File: src/rtl/queen_pkg.sv
// rtl/queen_pkg.sv - shared FSM encoding, default board size and index-width helper for the queen board scanner
package queen_pkg;

    // Scanner control states: waiting for a board, or streaming its rows
    typedef enum logic {
        IDLE = 1'b0,
        SCAN = 1'b1
    } state_t;

    localparam int DEFAULT_N = 8;

    // Number of bits needed to index 0..value-1 (value >= 2)
    function automatic int clog2(input int value);
        int r;
        r = 0;
        while ((1 << r) < value) begin
            r = r + 1;
        end
        return r;
    endfunction

endpackage

File: src/rtl/onehot_priority_encoder.sv
// rtl/onehot_priority_encoder.sv - lowest-set-bit encoder with empty and multi-hot flags for one board row
module onehot_priority_encoder
    import queen_pkg::*;
#(
    parameter int N = DEFAULT_N,
    parameter int W = clog2(N)
) (
    input  logic [N-1:0] in,
    output logic [W-1:0] col,
    output logic         zero,
    output logic         multi
);

    // Scan from the top so the lowest set column wins; empty row reports column 0
    always_comb begin
        col = '0;
        for (int c = N - 1; c >= 0; c--) begin
            if (in[c]) begin
                col = W'(c);
            end
        end
    end

    assign zero  = (in == '0);
    // Clearing the lowest set bit leaves something only when two or more bits were set
    assign multi = |(in & (in - N'(1)));

endmodule

File: src/rtl/queen_board_scanner.sv
// rtl/queen_board_scanner.sv - accepts an NxN board and streams one (row, col) record per row; QUEEN_CONFLICT_CHECK_EN adds column/diagonal attack checking
module queen_board_scanner
    import queen_pkg::*;
#(
    parameter int N = DEFAULT_N,
    parameter int W = clog2(N)
) (
    input  logic           clk,
    input  logic           rst_n,
    input  logic           brd_valid,
    output logic           brd_ready,
    input  logic [N*N-1:0] brd_data,
    output logic           pos_valid,
    input  logic           pos_ready,
    output logic [W-1:0]   pos_row,
    output logic [W-1:0]   pos_col,
    output logic           pos_err,
    output logic           pos_conflict,
    output logic           pos_last,
    output logic           board_ok
);

    state_t         state;
    logic [W-1:0]   row_cnt;
    logic [N*N-1:0] board;
    logic           err_acc;

    logic [N-1:0]   row_bits;
    logic [W-1:0]   enc_col;
    logic           enc_zero;
    logic           enc_multi;
    logic           row_err;
    logic           row_conflict;
    logic           conflict_acc;
    logic           consume;
    logic           at_last_row;

    assign row_bits    = board[int'(row_cnt) * N +: N];
    assign row_err     = enc_zero | enc_multi;
    assign consume     = pos_valid & pos_ready;
    assign at_last_row = (row_cnt == W'(N - 1));

    onehot_priority_encoder #(
        .N(N),
        .W(W)
    ) u_encoder (
        .in   (row_bits),
        .col  (enc_col),
        .zero (enc_zero),
        .multi(enc_multi)
    );

    // Control FSM: IDLE takes a board, SCAN hands out one row per accepted record
    always_ff @(posedge clk or negedge rst_n) begin
        if (!rst_n) begin
            state     <= IDLE;
            brd_ready <= 1'b1;
            pos_valid <= 1'b0;
            row_cnt   <= '0;
            board     <= '0;
            err_acc   <= 1'b0;
        end else begin
            case (state)
                IDLE: begin
                    if (brd_valid && brd_ready) begin
                        board     <= brd_data;
                        row_cnt   <= '0;
                        err_acc   <= 1'b0;
                        state     <= SCAN;
                        brd_ready <= 1'b0;
                        pos_valid <= 1'b1;
                    end
                end
                SCAN: begin
                    if (consume) begin
                        err_acc <= err_acc | row_err;
                        if (at_last_row) begin
                            row_cnt   <= '0;
                            state     <= IDLE;
                            brd_ready <= 1'b1;
                            pos_valid <= 1'b0;
                        end else begin
                            row_cnt <= row_cnt + 1'b1;
                        end
                    end
                end
                default: begin
                    state     <= IDLE;
                    brd_ready <= 1'b1;
                    pos_valid <= 1'b0;
                end
            endcase
        end
    end

`ifdef QUEEN_CONFLICT_CHECK_EN
    logic [N-1:0]   col_mask;
    logic [2*N-2:0] diag_mask;
    logic [2*N-2:0] adiag_mask;
    logic [W:0]     diag_idx;
    logic [W:0]     adiag_idx;
    logic           accept;

    assign accept    = (state == IDLE) & brd_valid & brd_ready;
    assign diag_idx  = {1'b0, row_cnt} + {1'b0, enc_col};
    assign adiag_idx = {1'b0, row_cnt} + (W + 1)'(N - 1) - {1'b0, enc_col};
    // An empty row places no queen, so it can neither attack nor be attacked
    assign row_conflict = !enc_zero &&
                          (col_mask[enc_col] | diag_mask[diag_idx] | adiag_mask[adiag_idx]);

    // Occupancy masks of earlier rows; only the reported (lowest) column is recorded
    always_ff @(posedge clk or negedge rst_n) begin
        if (!rst_n) begin
            col_mask     <= '0;
            diag_mask    <= '0;
            adiag_mask   <= '0;
            conflict_acc <= 1'b0;
        end else if (accept) begin
            col_mask     <= '0;
            diag_mask    <= '0;
            adiag_mask   <= '0;
            conflict_acc <= 1'b0;
        end else if (consume) begin
            conflict_acc <= conflict_acc | row_conflict;
            if (!enc_zero) begin
                col_mask[enc_col]     <= 1'b1;
                diag_mask[diag_idx]   <= 1'b1;
                adiag_mask[adiag_idx] <= 1'b1;
            end
        end
    end
`else
    assign row_conflict = 1'b0;
    assign conflict_acc = 1'b0;
`endif

    // Record outputs follow the selected row and read as zero whenever no record is offered
    always_comb begin
        pos_row      = '0;
        pos_col      = '0;
        pos_err      = 1'b0;
        pos_conflict = 1'b0;
        pos_last     = 1'b0;
        board_ok     = 1'b0;
        if (pos_valid) begin
            pos_row      = row_cnt;
            pos_col      = enc_col;
            pos_err      = row_err;
            pos_conflict = row_conflict;
            pos_last     = at_last_row;
            board_ok     = at_last_row && !(err_acc | row_err | conflict_acc | row_conflict);
        end
    end

endmodule

File: config.mk
export PLATFORM = sky130hd
export DESIGN_NAME = queen_board_scanner
export DESIGN_NICKNAME = d
export VERILOG_FILES = /design/src/rtl/queen_pkg.sv /design/src/rtl/onehot_priority_encoder.sv /design/src/rtl/queen_board_scanner.sv
export SDC_FILE = /design/constraint.sdc
export NUM_CORES = 1
export LEC_CHECK = 0
export CORE_MARGIN = 5
export CORE_UTILIZATION = 54
export CTS_BUF_LIST = sky130_fd_sc_hd__clkbuf_4 sky130_fd_sc_hd__clkbuf_8 sky130_fd_sc_hd__clkbuf_16
export DETAILED_ROUTE_END_ITERATION = 8
export PLACE_DENSITY = 0.82
export SLEW_MARGIN = 20
export SYNTH_ARGS = -nofsm -noshare
export SYNTH_HDL_FRONTEND = slang
export SYNTH_SLANG_ARGS = --single-unit
File: constraint.sdc
create_clock -name clk -period 4.57 [get_ports clk]
set_input_delay 0.6855 -clock clk [delete_from_list [all_inputs] [get_ports clk]]
set_output_delay 0.6855 -clock clk [all_outputs]
set_load 0.03 [all_outputs]
==> flow_results.org <==
** Run status
- The run finished with clean final reports.

** STA
- Max Slew Vio Count :: 0
- Sum Neg Setup Slack :: 0 ns
- Timing-limited maximum frequency :: 231 MHz
- Setup repair after global routing left no endpoint under its margin.
- For the pin with the worst max-slew slack, the measured transition is 1.09 ns.
- Tightest hold margin :: 0.335 ns
- The worst pin sits at a relative slew slack of 27.4%.
- Final worst-path cycle share :: 94.6%
- The hold violation total from the final report was 0.
- The smallest clock period supported by the final layout is computed as 4.33 ns.
- Setup violations remaining at the end of the flow were counted as 0.
- Between clock sinks in the finished design, the worst skew comes to 0.0101 ns.

** Cells and area
- Fraction of layout instances using a drive strength above 1 :: 33.7%
- Most common library cell in the layout ignoring fill and taps :: sky130_fd_sc_hd__clkdlybuf4s50_1
- Most frequent cells in the layout :: sky130_fd_sc_hd__clkdlybuf4s50_1 (77), sky130_fd_sc_hd__dfrtp_1 (69), sky130_fd_sc_hd__mux2_2 (62)
- Antenna cells :: 0
- Relative to the synthesized area, the layout overhead comes to 31.8%.
- The layout has 396 filler cells.
- Final design utilization :: 74.2%
- Count of nets after finishing :: 380
- Finished Cell Area :: 4470 µm²

** Floorplanning
- From bottom edge to top edge, the die measures 89.3 µm.
- Number of standard-cell rows in the floorplan :: 28
- The core region is 6030 µm².
- Area of the die :: 7970 µm²
- Die extent in x :: 89.3 µm
- Starting density of the core :: 56.3%
- Boundary Pins :: 80

** Detailed routing
- Total detailed-routing wirelength :: 7180 µm
- The routed layout has 2195 vias.
- Number of detailed-route iterations in the first pass :: 4
- Number of routed nets with antenna violations :: 0
- The first routing iteration left 134 violations.
- Detail-routed via count per cell :: 5.63
- Average wire per cell in the routed design :: 18.4 µm
- In the routed design, unresolved DRC markers number 0.

** Global route
- Number of antenna violations at the first check in global routing :: 0
- Global routing used 20.1% of the available tracks.
- First-pass GRT wire length :: 11700 µm
- After global routing the overflow that remains totals 0.
- The via count of the first global-routing pass is 2386.
- Maximum number of pins on one net before global-route repair :: 46

** Job
- Max-cap violations in this run came to 0.

** Synth
- When the netlist entered floorplanning its net count stood at 300.
- Yosys reg bits :: 71
- Synth Area per Inst :: 14.8 µm²
- Cell area after technology mapping :: 3390 µm²
- Synthesis produced 230 cells.
- Number of distinct library cells after synthesis :: 37
- The share of the Yosys chip area taken by registers is 52.4%.
- Synthesis warning total :: 0

** Setup path
- Req. time, crit path :: 3.88 ns
- STA classifies the critical path endpoint as a primary output.
- The worst setup path is of the reg -> out kind.
- In this run the critical register-to-register path is captured at err_acc.
- Worst Reg2Reg Path Length in Cells :: 7
- Sort of element at the start of the critical path :: register
- Slack of the worst reg-to-reg path :: 1.67 ns
- Worst flop-to-flop path startpoint :: row_cnt[2]
- Critical-path maximum fanout :: 13
- Worst EP arrival :: 3.64 ns

** Clock network
- Clock-pin slew of the registers on the worst-case setup and hold paths :: 0.07 ns
- Hold repair after CTS inserted 0 buffers.
- The H-tree was split into 3 levels.
- Counting every sink on the clock net gives 71.
- Buffer count from post-CTS setup fixing :: 0
- Root Buffer :: sky130_fd_sc_hd__clkbuf_8
- TritonCTS built the clock tree.
- Clock Latency Late Sink :: 0.34 ns
- Cts bufs inserted :: 9
- The longest clock path from root to sink contains 2 buffers.

** Pwr
- After layout, the design draws a total of 1.27 mW.
- Worst ir drop on vdd :: 218 µV
- Dividing total power by cell area gives a power density of 283 nW/µm².
- The analysis attributes to cell leakage a power of 2.13 nW.

** Worst hold path
- In this run the worst hold path is classified as in -> async.

** Placed design
- Once detailed placement completed, the half-perimeter wirelength came to 5420 µm.
- Count of buffers inserted at the top-level ports :: 78
- Final Wtd Congestion :: 0.920
- Cell area reported after detailed placement :: 4240 µm²
[per-layer routing]
layer | vias to the layer above | track usage [%] | part of all wire, %
li1 | 1020 | - | -
met1 | 1107 | 25.5 | 40
met2 | 57 | 33.5 | 53
met3 | 11 | 5.53 | 6.0
met4 | 0 | 6.63 | 1.3
met5 | - | 0 | 0
[timing repair]
action,CTS,global route
resized for setup,0,1
hold endpoints to repair,0,0
setup endpoints to repair,0,1
[synthesized netlist by cell type (all sizes together)]
master,number,area (µm²)
a211oi,2,15.0
a21oi,3,15.0
a22o,3,26.3
a22oi,1,7.51
a31o,1,8.76
a31oi,1,6.26
a32oi,1,8.76
and2,5,31.3
and3,1,6.26
buf,9,45.1
clkbuf,5,18.8
conb,1,3.75
dfrtp,70,1750
dfstp,1,26.3
ha,2,25.0
inv,1,3.75
maj3,1,10.0
mux2,72,811
mux2i,3,30.0
mux4,16,360
nand2,5,18.8
nand2b,2,12.5
nand3,3,15.0
nand3b,2,15.0
nor2,6,22.5
nor3,1,5.00
nor4,1,6.26
o21ai,1,5.00
o21ba,2,20.0
o22ai,1,6.26
o31ai,3,22.5
or2,2,12.5
or3,1,11.3
or4,1,11.3
[stage by stage]
step | setup WS, ns | instances
finish | 0.245 | 390
global route | 0.0291 | 390
CTS | 0.114 | 390
detailed placement | 0.494 | 374
global placement | 0.550 | 374
floorplan | 1.04 | 230
[critical path: stages, from the launching register on]
cell                              delay (ns)
sky130_fd_sc_hd__dfrtp_1                0.72
sky130_fd_sc_hd__buf_4                  0.27
sky130_fd_sc_hd__mux4_2                 0.29
sky130_fd_sc_hd__mux2_2                 0.33
sky130_fd_sc_hd__or4_4                  0.47
sky130_fd_sc_hd__or3_4                  0.36
sky130_fd_sc_hd__a31oi_1                0.16
sky130_fd_sc_hd__clkdlybuf4s50_1        0.70
[logic make-up (layout without fill, tap and decap cells)]
logic type	Yosys count	after routing	synth area share, %
and+or+nand+nor	30	30	4.94
adders and majority gates	3	3	1.03
muxes	91	91	35.4
other	1	1	0.110
buffers and inverters	15	100	1.99
DFF	71	71	52.4
AOI/OAI and AO/OA	19	19	4.17
[registers in the layout (all words and copies together) (netlist names)]
register,flops
board,64
err_acc,1
pos_valid,1
state,1
brd_ready,1
row_cnt,3
[power by group]
group          switching, mW  internal, mW
registers                  0         0.628
logic                 0.0212        0.0503
clock network          0.218         0.349
total                  0.239          1.03
[final cells by class]
class	instances	area [µm²]	area share [%]
flip-flops and latches	71	1780	39.8
multi-input cells	144	1550	34.6
repair buffers	83	816	18.2
clock buffers	13	166	3.72
well taps	75	93.8	2.10
clock inverters	3	65.1	1.45
inverters	1	3.75	0.0839
[worst max path at each step]
stage | to | startpoint
after floorplan | pos_err | row_cnt[0]
after global placement | board_ok | row_cnt[0]
after detailed placement | board_ok | row_cnt[0]
after CTS | board_ok | row_cnt[0]
after global routing | board_ok | row_cnt[2]
final | board_ok | row_cnt[2]
Power figures use the tool's default switching activity.
